### config.mk
export PLATFORM = sky130hd
export DESIGN_NAME = blk_619ab8
export DESIGN_NICKNAME = d
export VERILOG_FILES = /design/src/rtl/arf070b144e1r1w0cbbeheaa4acw_bcam_mbist_pkg.sv /design/src/rtl/arf070b144e1r1w0cbbeheaa4acw_bcam_match_encoder.sv /design/src/rtl/blk_619ab8.sv
export SDC_FILE = /design/constraint.sdc
export NUM_CORES = 1
export LEC_CHECK = 0
export BUFFER_PORTS_ARGS = -buffer_cell sky130_fd_sc_hd__buf_4
export CORE_MARGIN = 1.5
export CORE_UTILIZATION = 35
export DETAILED_ROUTE_END_ITERATION = 6
export GPL_TIMING_DRIVEN = 0
export HOLD_SLACK_MARGIN = 0.05
export PLACE_DENSITY = 0.68
export SKIP_LAST_GASP = 1
export SLEW_MARGIN = 20
export SYNTH_ARGS = -nofsm -noshare
export SYNTH_HDL_FRONTEND = slang
export SYNTH_SLANG_ARGS = --single-unit
### constraint.sdc
create_clock -name bist_clk -period 3.6 [get_ports bist_clk]
set_clock_uncertainty 0.05 [all_clocks]
set_input_delay 0 -clock bist_clk [delete_from_list [all_inputs] [get_ports bist_clk]]
set_output_delay 0 -clock bist_clk [all_outputs]
set_load 0.03 [all_outputs]
### src/rtl/arf070b144e1r1w0cbbeheaa4acw_bcam_mbist_pkg.sv
// Shared types for the BCAM MBIST return path: controller state and expectation-pipe stage.
// The stage width follows the default 144-entry array; the top's address width must match it.
package arf070b144e1r1w0cbbeheaa4acw_bcam_mbist_pkg;

    localparam int CM_ENTRIES = 144;
    localparam int CM_AWIDTH  = $clog2(CM_ENTRIES);

    typedef enum logic [1:0] {
        IDLE   = 2'd0,
        RUN    = 2'd1,
        FAILED = 2'd2,
        DRAIN  = 2'd3
    } cm_state_t;

    typedef struct packed {
        logic                 valid;
        logic                 exp_hit;
        logic [CM_AWIDTH-1:0] exp_addr;
    } cm_stage_t;

endpackage

### src/rtl/arf070b144e1r1w0cbbeheaa4acw_bcam_match_encoder.sv
// Combinational decode of a CAM match vector: any-hit, lowest set index,
// more-than-one-hit, and exact one-hot equality against an expected entry.
module arf070b144e1r1w0cbbeheaa4acw_bcam_match_encoder #(
    parameter int RF_ENTRIES = 144,
    parameter int RF_AWIDTH  = $clog2(RF_ENTRIES)
) (
    input  logic [RF_ENTRIES-1:0] match,
    input  logic [RF_AWIDTH-1:0]  exp_addr,
    output logic                  any_hit,
    output logic [RF_AWIDTH-1:0]  low_addr,
    output logic                  multi_hit,
    output logic                  onehot_eq
);

    logic [RF_ENTRIES-1:0] onehot;
    logic                  seen;

    always_comb begin
        // NOTE: every variable gets a default before the loop so no path leaves it unassigned (no latch).
        onehot    = '0;
        low_addr  = '0;
        multi_hit = 1'b0;
        seen      = 1'b0;
        // Descending scan so the last write leaves the lowest set index.
        for (int i = RF_ENTRIES - 1; i >= 0; i--) begin
            onehot[i] = (RF_AWIDTH'(i) == exp_addr);
            if (match[i]) begin
                low_addr  = RF_AWIDTH'(i);
                multi_hit = multi_hit | seen;
                seen      = 1'b1;
            end
        end
    end

    assign any_hit   = |match;
    assign onehot_eq = (match == onehot);

endmodule

### src/rtl/blk_619ab8.sv
// BCAM MBIST output handler: delays compare expectations by the match latency and checks returned vectors.
// Define ARF070B144E1R1W0CBBEHEAA4ACW_CM_DIAG_EN to build the fail-address, count and multihit diagnostics.
module blk_619ab8
    import arf070b144e1r1w0cbbeheaa4acw_bcam_mbist_pkg::*;
#(
    parameter int RF_ENTRIES = CM_ENTRIES,
    parameter int RF_AWIDTH  = $clog2(RF_ENTRIES),
    parameter int CM_LATENCY = 2,
    parameter int FCNT_WIDTH = 8
) (
    input  logic                  bist_clk,
    input  logic                  rst_b,
    input  logic                  BIST_CM_MODE_RF_IN,
    input  logic                  BIST_CM_EN_RF_IN,
    input  logic                  BIST_CM_EXP_HIT_RF_IN,
    input  logic [RF_AWIDTH-1:0]  BIST_CM_EXP_ADDR_RF_IN,
    input  logic                  BIST_CLEAR_RF_IN,
    input  logic [RF_ENTRIES-1:0] CM_MATCH_RF_IN,
    output logic                  BIST_CM_FAIL_RF_OUT,
    output logic                  BIST_CM_FAIL_STICKY_RF_OUT,
    output logic                  BIST_CM_MULTIHIT_RF_OUT,
    output logic                  BIST_CM_BUSY_RF_OUT,
    output logic [RF_AWIDTH-1:0]  BIST_CM_FAIL_ADDR_RF_OUT,
    output logic [RF_AWIDTH-1:0]  BIST_CM_ACT_ADDR_RF_OUT,
    output logic [FCNT_WIDTH-1:0] BIST_CM_FAIL_CNT_RF_OUT
);

    cm_state_t             state, state_nxt;
    cm_stage_t             pipe [CM_LATENCY];
    cm_stage_t             chk;
    logic                  busy, enter_run, iss, chk_fail;
    logic                  fail_q, sticky_q;
    logic                  enc_any, enc_multi, enc_eq;
    logic [RF_AWIDTH-1:0]  enc_low;

    assign chk = pipe[CM_LATENCY-1];

    arf070b144e1r1w0cbbeheaa4acw_bcam_match_encoder #(
        .RF_ENTRIES (RF_ENTRIES),
        .RF_AWIDTH  (RF_AWIDTH)
    ) u_enc (
        .match     (CM_MATCH_RF_IN),
        .exp_addr  (chk.exp_addr),
        .any_hit   (enc_any),
        .low_addr  (enc_low),
        .multi_hit (enc_multi),
        .onehot_eq (enc_eq)
    );

    assign chk_fail  = chk.valid & (chk.exp_hit ? ~enc_eq : enc_any);
    assign enter_run = BIST_CM_MODE_RF_IN & ((state == IDLE) | (state == DRAIN));
    assign iss       = BIST_CM_EN_RF_IN & BIST_CM_MODE_RF_IN & ((state != IDLE) | enter_run);

    always_comb begin
        busy = 1'b0;
        for (int i = 0; i < CM_LATENCY; i++) busy = busy | pipe[i].valid;
    end

    always_comb begin
        state_nxt = state;
        unique case (state)
            IDLE:    if (BIST_CM_MODE_RF_IN) state_nxt = RUN;
            RUN: begin
                if (chk_fail)                 state_nxt = FAILED;
                else if (!BIST_CM_MODE_RF_IN) state_nxt = busy ? DRAIN : IDLE;
            end
            // A fail landing on the clear cycle keeps the block in FAILED.
            FAILED:  if (BIST_CLEAR_RF_IN && !chk_fail) state_nxt = BIST_CM_MODE_RF_IN ? RUN : IDLE;
            DRAIN: begin
                if (chk_fail)                state_nxt = FAILED;
                else if (BIST_CM_MODE_RF_IN) state_nxt = RUN;
                else if (!busy)              state_nxt = IDLE;
            end
            default: state_nxt = IDLE;
        endcase
    end

    // NOTE: sequential state uses non-blocking assignment so every flop samples pre-edge values.
    always_ff @(posedge bist_clk or negedge rst_b) begin
        if (!rst_b) begin
            state    <= IDLE;
            fail_q   <= 1'b0;
            sticky_q <= 1'b0;
        end else begin
            state  <= state_nxt;
            fail_q <= chk_fail;
            if (BIST_CLEAR_RF_IN) sticky_q <= chk_fail;
            else if (chk_fail)    sticky_q <= 1'b1;
        end
    end

    // NOTE: the pipe is reset (not just its valids) so a reset mid-run leaves no stale expectation.
    always_ff @(posedge bist_clk or negedge rst_b) begin
        if (!rst_b) begin
            for (int i = 0; i < CM_LATENCY; i++) pipe[i] <= '0;
        end else begin
            pipe[0] <= '{valid: iss, exp_hit: BIST_CM_EXP_HIT_RF_IN, exp_addr: BIST_CM_EXP_ADDR_RF_IN};
            for (int i = 1; i < CM_LATENCY; i++) pipe[i] <= pipe[i-1];
        end
    end

    assign BIST_CM_FAIL_RF_OUT        = fail_q;
    assign BIST_CM_FAIL_STICKY_RF_OUT = sticky_q;
    assign BIST_CM_BUSY_RF_OUT        = busy;

`ifdef ARF070B144E1R1W0CBBEHEAA4ACW_CM_DIAG_EN
    logic                  multi_q, first_fail;
    logic [RF_AWIDTH-1:0]  fail_addr_q, act_addr_q;
    logic [FCNT_WIDTH-1:0] cnt_q;

    // Clear and fail together re-arm capture so this fail becomes the new first fail.
    assign first_fail = chk_fail & (~sticky_q | BIST_CLEAR_RF_IN);

    always_ff @(posedge bist_clk or negedge rst_b) begin
        if (!rst_b) begin
            multi_q     <= 1'b0;
            fail_addr_q <= '0;
            act_addr_q  <= '0;
            cnt_q       <= '0;
        end else begin
            if (BIST_CLEAR_RF_IN)            multi_q <= chk.valid & enc_multi;
            else if (chk.valid && enc_multi) multi_q <= 1'b1;

            if (first_fail) begin
                fail_addr_q <= chk.exp_addr;
                act_addr_q  <= enc_low;
            end else if (BIST_CLEAR_RF_IN) begin
                fail_addr_q <= '0;
                act_addr_q  <= '0;
            end

            if (BIST_CLEAR_RF_IN)              cnt_q <= chk_fail ? FCNT_WIDTH'(1) : '0;
            else if (chk_fail && cnt_q != '1) cnt_q <= cnt_q + FCNT_WIDTH'(1);
        end
    end

    assign BIST_CM_MULTIHIT_RF_OUT  = multi_q;
    assign BIST_CM_FAIL_ADDR_RF_OUT = fail_addr_q;
    assign BIST_CM_ACT_ADDR_RF_OUT  = act_addr_q;
    assign BIST_CM_FAIL_CNT_RF_OUT  = cnt_q;
`else
    logic unused_diag;
    assign unused_diag = ^{enc_low, enc_multi};

    assign BIST_CM_MULTIHIT_RF_OUT  = 1'b0;
    assign BIST_CM_FAIL_ADDR_RF_OUT = '0;
    assign BIST_CM_ACT_ADDR_RF_OUT  = '0;
    assign BIST_CM_FAIL_CNT_RF_OUT  = '0;
`endif

endmodule

==> results of run 1 <==
[worst max-delay path, delay by kind of cell (launching register included)]
| family | cells | cell delay (ps) |
|---|---|---|
| AO/OA/AOI/OAI | 3 | 620 |
| buffers and inverters | 3 | 640 |
| flip-flops | 1 | 440 |
| AND/OR/NAND/NOR | 3 | 1700 |
[sequential cells by signal (all words and copies together) (netlist names)]
signal                      cells
BIST_CM_FAIL_RF_OUT             1
chk                            10
BIST_CM_FAIL_STICKY_RF_OUT      1
pipe                           10
[power by group]
part	internal, mW	switching (mW)	total (mW)
combinational	0.247	0.339	0.585
clock	0.169	0.0794	0.249
sequential	0.261	0.0105	0.271
total	0.676	0.428	1.10
[placed cells by master, fill, tap and decap left out, types with 5 or more instances in the layout]
cell           Yosys  routed
nor2_1            24      24
nand4bb_1          7       7
buf_2             12      12
nand4b_1           5       5
conb_1             1      25
dlygate4sd3_1      0      12
nand4_1           34      34
xnor2_1            5       5
a22oi_1            7       7
nor4_1            47      46
o22ai_1            9       9
o21ai_1            5       5
o2111ai_1         11      11
a21oi_1           27      27
o21ai_0           85      85
buf_4             27     191
or4_1              8       8
nand2b_1          16      16
clkbuf_1          25      19
nand3_1            5       5
nor3_1            14      14
or3_1             41      41
o32a_1             6       6
buf_6             13      13
nor2b_1            7       7
nand2_1           23      23
nor3b_1           29      29
or4b_1             5       5
clkbuf_2           0       6
dfrtp_1           22      22
[through the flow]
step | hold slack (ps) | instances | utilization | worst slack, ps
floorplan | -346 | 627 | - | 1030
global placement | -163 | 955 | 0.485 | -435
detailed placement | -152 | 955 | 0.486 | -317
CTS | 63.6 | 972 | 0.505 | 62.5
global route | 91.6 | 974 | 0.509 | -55.1
finish | 84.4 | 974 | 0.509 | -6.57
[per-layer routing]
| layer | GRT usage | vias up | part of all wire |
|---|---|---|---|
| li1 | - | 2786 | - |
| met1 | 0.523 | 3106 | 0.36 |
| met3 | 0.117 | 176 | 0.15 |
| met5 | 0 | - | 0 |
| met2 | 0.643 | 693 | 0.41 |
| met4 | 0.268 | 0 | 0.082 |
[synth_stat cells, drive strengths merged, types with 11 or more instances]
cell | instances | area share
a21oi | 27 | 0.031
buf | 54 | 0.096
clkbuf | 25 | 0.022
dfrtp | 22 | 0.13
nand2 | 23 | 0.020
nand2b | 16 | 0.023
nand4 | 34 | 0.049
nor2 | 24 | 0.021
nor3 | 14 | 0.016
nor3b | 29 | 0.050
nor4 | 49 | 0.073
o2111ai | 11 | 0.022
o21ai | 91 | 0.11
or3 | 41 | 0.059
[timing repair]
item / 4_1_cts / 5_1_grt
hold endpoints to repair: 32 / 0
pin swaps: 0 / 4
setup endpoints to repair: 2 / 2
hold buffers: 12 / 0
resized for setup: 4 / 14
buffers inserted: 1 / 3
cloned: 0 / 0
[worst min-delay path by stage]
stage	start	endpoint	cells after the start
3_3_place_gp	rst_b	pipe[17]$_DFF_PN0_	1
4_1_cts	BIST_CLEAR_RF_IN	BIST_CM_FAIL_STICKY_RF_OUT$_DFFE_PN0P_	3
2_1_floorplan	rst_b	BIST_CM_FAIL_RF_OUT$_DFF_PN0_	0
5_1_grt	BIST_CLEAR_RF_IN	BIST_CM_FAIL_STICKY_RF_OUT$_DFFE_PN0P_	3
3_5_place_dp	rst_b	pipe[16]$_DFF_PN0_	1
6_report	BIST_CLEAR_RF_IN	BIST_CM_FAIL_STICKY_RF_OUT$_DFFE_PN0P_	3
[layout make-up]
class	instances	share of cell area
sequential	22	0.0896
multi-input combinational	524	0.557
tap	168	0.0342
timing repair buffer	176	0.220
clock buffer	4	0.0145
inverter	2	0.00122
buffer	78	0.0837
[logic make-up after synthesis]
group / synth area share
mux: 0.00460
other cells: 0.000862
xor+xnor: 0.0121
simple gates: 0.454
flops: 0.127
buf+inv: 0.119
compound gates: 0.283
==> out/qor.csv, run 1 <==
metric,value,unit
worst setup path end,BIST_CM_FAIL_STICKY_RF_OUT$_DFFE_PN0P_,
crit-path cells,buf_4 > buf_4 > clkbuf_1 > nor4_1 > a22oi_1 > nor4_1 > o2111ai_1 > nor4_4 > o211ai_1,
placed inst area,5860,um2
area grow syn2layout,41.2,%
Reg-to-Reg End,BIST_CM_FAIL_STICKY_RF_OUT$_DFFE_PN0P_,
max incr delay on CP,1120,ps
Sequential Area,551,um2
Worst setup SP type,register,
post-synthesis register bit count,22,
final setup TNS,-6.57,ps
sequential-to-total area share from yosys stat,0.127,
Setup CP Type,register to register,
total power density per cell area,180,nW/um2
"reg-to-reg slack, setup",-7,ps
CP max stage cell,nor4_1,
IO buf count,160,
ANT cells,0,
largest net degree at the start of global routing,23,
Detailed Route Iter0 Violations,1124,
Root Buffer,clkbuf_16,
Pleak,2.21,nW
worst endpoint required time,3650,ps
Final Slew Violations,0,
"Hold Vio Cnt, Final",0,
Critical path origin,chk[0]$_DFF_PN0_,
fillcell total,1196,
vias in the first global route,6080,
antenna violations before repair,1,
wire per inst,29.2,um
Tot Pwr,1.10,mW
crit-path max FO,10,
"Clk Latency, worst-skew pair",250,ps
clock tree from TritonCTS,done,
clk buf depth,2,
Final WS setup,-6.57,ps
# rows,40,
Die ar.,13100,um2
fin crit share,1.00,
Cells after Synth,603,
Post-synth EDFFs,0,
WL final,28500,um
Multi-input gate area,3420,um2
Hold Path Class,primary input to register,
Yosys warnings,0,
Synth Flop Type,dfrtp_1,
ANT nets after route,0,
Critical Path AT,3650,ps
GP Congestion,1.10,
Crit. End Element,register,
syn_area_per_cell,7.21,um2
Mapped Area,4350,um2
Synth cell types,75,
Starting Density,0.361,
Vert. Die Dim,114,um
reg2reg path depth,9,
DIE WIDTH,114,um
Post-DP HPWL,22300,um
First-pass DRT Iterations,6,
worst vdd ir,0.520,mV
clock sinks,22,
clk slew on worst S/H paths,50,ps
Async SR Flop Fraction,1.00,
violated checks,setup timing,
H-tree depth,1,
DRC Markers,0,
reg-to-reg startpoint,chk[0]$_DFF_PN0_,
status,"finished, violations left",
maxcap violations,0,
share of layout cells above drive strength 1,0.309,
Slew HR,0.129,
Num CTS Buffers,3,
final critical-path required period,3610,ps
I/O Pins,186,
fmax,277,MHz
mean number of vias per cell,6.94,
final instance area,6140,um2
via count,6761,
final setup fails,1,
nets@finish,965,
final global-route overflow total,0,
first-pass GRT wire length,39600,um
area of the core,12100,um2
GRT Total Usage,0.422,
worst-margin pin slew,1290,ps
Note: power is estimated with default switching activity, not from simulation.
==> run 2: changes to the inputs <==
--- a/config.mk
+++ b/config.mk
@@ -5,13 +5,14 @@
 export SDC_FILE = /design/constraint.sdc
 export NUM_CORES = 1
 export LEC_CHECK = 0
+export ABC_AREA = 1
 export BUFFER_PORTS_ARGS = -buffer_cell sky130_fd_sc_hd__buf_4
 export CORE_MARGIN = 1.5
 export CORE_UTILIZATION = 35
 export DETAILED_ROUTE_END_ITERATION = 6
 export GPL_TIMING_DRIVEN = 0
 export HOLD_SLACK_MARGIN = 0.05
-export PLACE_DENSITY = 0.68
+export PLACE_DENSITY = 0.66
 export SKIP_LAST_GASP = 1
 export SLEW_MARGIN = 20
 export SYNTH_ARGS = -nofsm -noshare
==> run 2 against run 1 <==
Net effect:
- cell area increased by 8.6%
- non-clock buffer count fell by 21
- combinational power is 2% lower
- cell count up 35%
- the run ends with DRC left
- largest power group unchanged
- highest routed layer unchanged
- register-to-register slack improved by 720 ps
- wire length fell by 1.1%
==> out/qor.csv, run 2 <==
metric,value,unit
Cells after Synth,931,
Area contributors post-synth,"nand2_1 30%, dfrtp_1 11%, nand3b_1 8.8%, nor2_1 8.4%, nand3_1 8.0%",
GP Congestion,1.06,
reg-to-reg startpoint,chk[2]$_DFF_PN0_,
Hold Path Class,primary input to asynchronous set/reset pin,
"Clk Latency, worst-skew pair",250,ps
final setup fails,0,
clk slew on worst S/H paths,60,ps
Async SR Flop Fraction,1.00,
# rows,43,
Worst setup SP type,register,
mean number of vias per cell,5.39,
Die ar.,14800,um2
H-tree depth,1,
GRT Total Usage,0.378,
setup repair bufs after CTS,0,
Simple-Gate Fraction of Synth Area,0.659,
Yosys top cell area share,0.297,
Post-DP HPWL,22600,um
Vert. Die Dim,122,um
final setup TNS,0,ps
clock sinks,22,
clk buf depth,2,
wire per inst,21.4,um
Slew HR,0.567,
"commonest non-fill, non-tap cell in the layout",nand2_1,
maxcap violations,0,
antenna violations before repair,1,
top-count cell post-synth,nand2_1,
xor/xnor share of the synthesized area,0.0302,
Synth top cells by count,"390 x nand2_1, 111 x nor2_1, 79 x nand3_1",
fin crit share,0.802,
largest family of logic cells by synthesized area,simple AND/OR/NAND/NOR gates,
I/O Pins,186,
first-pass GRT wire length,40100,um
post-synthesis compound-gate area fraction,0.0479,
Mapped Area,4940,um2
Pleak,3.35,nW
IO buf count,160,
Setup CP Type,register to register,
clock tree from TritonCTS,done,
Yosys warnings,0,
final global-route overflow total,0,
nets@finish,1291,
sequential-to-total area share from yosys stat,0.112,
First-pass DRT Iterations,7,
ANT nets after route,0,
Detailed Route Iter0 Violations,1022,
"Hold Vio Cnt, Final",0,
area grow syn2layout,35.2,%
vias in the first global route,6515,
fmax,346,MHz
Crit. End Element,register,
WL final,28100,um
total power density per cell area,165,nW/um2
Adder-Cell Fraction of Synth Area,0,
RSZ-0062 raised after global routing,no,
Sequential Area,551,um2
via count,7082,
worst vdd ir,0.334,mV
mux cell area share after synthesis,0,
Synth cell types,29,
largest net degree at the start of global routing,23,
Synth Flop Type,dfrtp_1,
Starting Density,0.357,
DIE WIDTH,122,um
Critical Path AT,2980,ps
DRC Markers,5,
Final Slew Violations,0,
Reg-to-Reg End,BIST_CM_FAIL_STICKY_RF_OUT$_DFFE_PN0P_,
crit-path max FO,5,
post-synthesis register bit count,22,
Num CTS Buffers,3,
syn_area_per_cell,5.30,um2
Util after Layout,0.483,
Root Buffer,clkbuf_16,
Multi-input gate area,3730,um2
status,"finished, violations left",
worst endpoint required time,3690,ps
violated checks,DRC,
"commonest cells after routing, fill and taps aside","390 x nand2_1, 195 x buf_4, 111 x nor2_1",
area of the core,13800,um2
fillcell total,1538,
"reg-to-reg slack, setup",710,ps
worst-margin pin slew,649,ps
reg2reg path depth,13,
final critical-path required period,2890,ps
Tot Pwr,1.10,mW
Post-synth EDFFs,0,
most area-hungry cell type in the Yosys netlist,nand2_1,
share of layout cells above drive strength 1,0.231,
-- run 2: cell types whose count changed after synthesis, moves of 20 or more --
cell / before / now
clkbuf_1: 25 / 5
nand4_1: 34 / 9
nor4_1: 47 / 17
nand2_1: 23 / 390
o21ai_0: 85 / 36
nand3b_1: 3 / 58
inv_1: 2 / 68
nor3b_1: 29 / 0
nand3_1: 5 / 79
or3_1: 41 / 0
a21oi_1: 27 / 4
nor2_1: 24 / 111
-- run 2: where the power goes --
group / switching (mW) / total, mW / internal, mW
logic: 0.341 / 0.573 / 0.232
registers: 0.0116 / 0.272 / 0.260
clock network: 0.0839 / 0.253 / 0.169
-- run 2: repair_timing --
item / CTS / global route
hold buffers: 13 / 0
resized for setup: 0 / 0
endpoints found under the hold margin: 33 / 0
-- run 2: layer usage --
| layer | track usage | routed length [um] |
|---|---|---|
| met3 | 0.0988 | 3830 |
| met2 | 0.581 | 12000 |
| met5 | 0 | 0 |
| met1 | 0.483 | 10700 |
| met4 | 0.200 | 1650 |
-- run 2: kinds of logic (layout without fill, tap and decap cells) --
logic type,after synthesis,count (layout)
AO/OA/AOI/OAI,45,45
XOR/XNOR,17,17
buffers and inverters,136,313
flip-flops,22,22
other,1,26
AND/OR/NAND/NOR,710,710
-- run 2: critical path, cell delays in order, from the launching register on --
cell	delay (ps)
dfrtp_1	500
inv_2	120
nor2_1	190
nand2_1	160
o21ai_0	450
nand2_1	90
nor2_1	230
nand2_1	80
nor2_1	100
nand2_1	70
nor2_1	240
nand3_1	240
o21bai_2	190
nand2_1	60
-- run 2: final cells by class --
class                   count  share of cell area
diodes                      1            0.000375
plain buffers              60              0.0684
clock buffers               4              0.0133
inverters                  76              0.0427
multi-input cells         797               0.559
flip-flops and latches     22              0.0825
well taps                 180              0.0337
repair buffers            173               0.199
-- run 2: worst max path at each step --
stage,cells after the start,from,endpoint
4_1_cts,15,chk[3]$_DFF_PN0_,BIST_CM_FAIL_STICKY_RF_OUT$_DFFE_PN0P_
6_report,13,chk[2]$_DFF_PN0_,BIST_CM_FAIL_STICKY_RF_OUT$_DFFE_PN0P_
3_3_place_gp,15,chk[3]$_DFF_PN0_,BIST_CM_FAIL_STICKY_RF_OUT$_DFFE_PN0P_
3_5_place_dp,15,chk[3]$_DFF_PN0_,BIST_CM_FAIL_STICKY_RF_OUT$_DFFE_PN0P_
5_1_grt,12,chk[6]$_DFF_PN0_,BIST_CM_FAIL_STICKY_RF_OUT$_DFFE_PN0P_
2_1_floorplan,15,chk[0]$_DFF_PN0_,BIST_CM_FAIL_STICKY_RF_OUT$_DFFE_PN0P_
-- run 2: per-stage QoR --
step                      instances  worst slack [ps]  instance area [um2]  hold WS, ps
after global routing           1312               549                 6670          142
after detailed placement       1295               876                 6450         -147
after floorplan                 955              1690                 5030         -346
final                          1313               712                 6670          112
after global placement         1295               874                 6450         -148
after CTS                      1312               871                 6670          116
==> run 3: changes to the inputs <==
--- a/config.mk
+++ b/config.mk
@@ -12,7 +12,7 @@
 export DETAILED_ROUTE_END_ITERATION = 6
 export GPL_TIMING_DRIVEN = 0
 export HOLD_SLACK_MARGIN = 0.05
-export PLACE_DENSITY = 0.66
+export PLACE_DENSITY = 0.69
 export SKIP_LAST_GASP = 1
 export SLEW_MARGIN = 20
 export SYNTH_ARGS = -nofsm -noshare
==> constraint.sdc (replaced) <==
create_clock -name bist_clk -period 2.65 [get_ports bist_clk]
set_clock_uncertainty 0.05 [all_clocks]
set_input_delay 0 -clock bist_clk [delete_from_list [all_inputs] [get_ports bist_clk]]
set_output_delay 0 -clock bist_clk [all_outputs]
set_load 0.03 [all_outputs]
==> run 3 against run 2 <==
Net effect:
- the run now ends clean
- via count rose by 0.32%
- cell area rose by 3.9%
- clock-buffer cell count did not move
- combinational power rose by 39%
- first-iteration DRC count fell by 2.2%
- non-clock buffer count rose by 17
- core utilization rose by 1.9 points
- critical path depth rose by 2
- hold slack improved by 2.4 ps
- sequential power rose by 37%
==> out/qor.csv, run 3 (same netlist as run 2, synthesis figures left out) <==
metric,value,unit
status,completed,
reg2reg path depth,15,
Worst setup SP type,register,
ANT cells,0,
IO buf count,160,
Die ar.,14800,um2
Final WS setup,116,ps
Cells after DPL,1295,
Final Slew Violations,0,
largest net degree at the start of global routing,23,
worst endpoint required time,2740,ps
"Clk Latency, worst-skew pair",250,ps
GRT Total Usage,0.369,
GP Congestion,1.09,
RSZ-0062 raised after global routing,no,
Pleak,3.47,nW
mean number of vias per cell,5.35,
final global-route overflow total,0,
Root Buffer,clkbuf_16,
worst-margin pin slew,613,ps
first-pass GRT wire length,39300,um
ANT nets after route,0,
I/O Pins,186,
Hold Path Class,primary input to asynchronous set/reset pin,
Vert. Die Dim,122,um
"Hold Vio Cnt, Final",0,
DRC Markers,0,
final setup fails,0,
Setup WS pre-CTS,-140,ps
clk slew on worst S/H paths,60,ps
Num CTS Buffers,3,
Slew HR,0.591,
Reg-to-Reg End,BIST_CM_FAIL_STICKY_RF_OUT$_DFFE_PN0P_,
nets@finish,1308,
fin crit share,0.956,
fmax,395,MHz
First-pass DRT Iterations,6,
area grow syn2layout,40.5,%
total power density per cell area,218,nW/um2
"reg-to-reg slack, setup",120,ps
share of layout cells above drive strength 1,0.262,
crit-path max FO,10,
wire per inst,20.8,um
clock tree from TritonCTS,done,
Starting Density,0.357,
Crit. End Element,register,
# rows,43,
DIE WIDTH,122,um
Critical Path AT,2630,ps
Post-DP HPWL,22000,um
Detailed Route Iter0 Violations,1000,
clk buf depth,2,
worst vdd ir,0.455,mV
fin cells,1329,
final critical-path required period,2530,ps
Tot Pwr,1.51,mW
"commonest cells after routing, fill and taps aside","387 x nand2_1, 209 x buf_4, 103 x nor2_1",
via count,7105,
"commonest non-fill, non-tap cell in the layout",nand2_1,
WL final,27700,um
maxcap violations,0,
clock sinks,22,
reg-to-reg startpoint,chk[0]$_DFF_PN0_,
antenna violations before repair,0,
H-tree depth,1,
area of the core,13800,um2
vias in the first global route,6508,
Setup CP Type,register to register,
final setup TNS,0,ps
-- run 3: layout make-up --
| cell class | instances | area [um2] |
|---|---|---|
| tap | 180 | 225 |
| inverter | 76 | 288 |
| buffer | 59 | 502 |
| multi-input combinational | 797 | 3800 |
| clock buffer | 4 | 88.8 |
| sequential | 22 | 558 |
| fill | 1514 | 6890 |
| timing repair buffer | 191 | 1470 |
-- run 3: worst max-delay path by stage --
stage / to / slack [ps] / startpoint / depth (start not counted)
after floorplan: BIST_CM_FAIL_STICKY_RF_OUT$_DFFE_PN0P_ / 740 / chk[0]$_DFF_PN0_ / 15
after CTS: BIST_CM_FAIL_STICKY_RF_OUT$_DFFE_PN0P_ / 2 / chk[7]$_DFF_PN0_ / 12
final: BIST_CM_FAIL_STICKY_RF_OUT$_DFFE_PN0P_ / 120 / chk[0]$_DFF_PN0_ / 15
after global placement: BIST_CM_FAIL_STICKY_RF_OUT$_DFFE_PN0P_ / -130 / chk[7]$_DFF_PN0_ / 12
after global routing: BIST_CM_FAIL_STICKY_RF_OUT$_DFFE_PN0P_ / 10 / chk[7]$_DFF_PN0_ / 15
after detailed placement: BIST_CM_FAIL_STICKY_RF_OUT$_DFFE_PN0P_ / -140 / chk[7]$_DFF_PN0_ / 12
-- run 3: report_power, final --
| group | switching [mW] | internal [mW] | total, mW |
|---|---|---|---|
| logic | 0.468 | 0.330 | 0.797 |
| clock network | 0.111 | 0.230 | 0.341 |
| registers | 0.0169 | 0.355 | 0.372 |
-- run 3: metrics by stage --
stage	instance area [um2]	hold slack (ps)	util
3_5_place_dp	6450	-150	0.467
2_1_floorplan	5030	-346	-
3_3_place_gp	6450	-151	0.467
5_1_grt	6940	150	0.502
6_report	6940	114	0.502
4_1_cts	6700	127	0.484
-- run 3: routing by layer --
metal / wire length [um] / part of all wire / track usage / vias up
met5: 0 / 0 / 0 / -
met4: 1810 / 0.066 / 0.243 / 0
met3: 3480 / 0.13 / 0.0609 / 90
met2: 11900 / 0.43 / 0.564 / 523
met1: 10500 / 0.38 / 0.476 / 3152
li1: - / - / - / 3340
-- run 3: repair_timing --
action / 4_1_cts / 5_1_grt
hold buffers: 13 / 0
resized for setup: 4 / 47
pin swaps: 1 / 8
setup buffers: 2 / 16
endpoints found under the setup margin: 2 / 2
endpoints found under the hold margin: 33 / 0
-- run 3: critical path, stage by stage (launching register included) --
cell      delay (ps)
dfrtp_2          460
nor2_2           210
nand2_2          210
inv_1            120
buf_4            220
nand2_1           80
nand2_1           70
nand2_1           50
nor2_1           190
nand2_1          120
nor2_1           100
nand2_1           60
nor2_1           110
nand3_2          110
o21bai_2         190
nand2_1           60
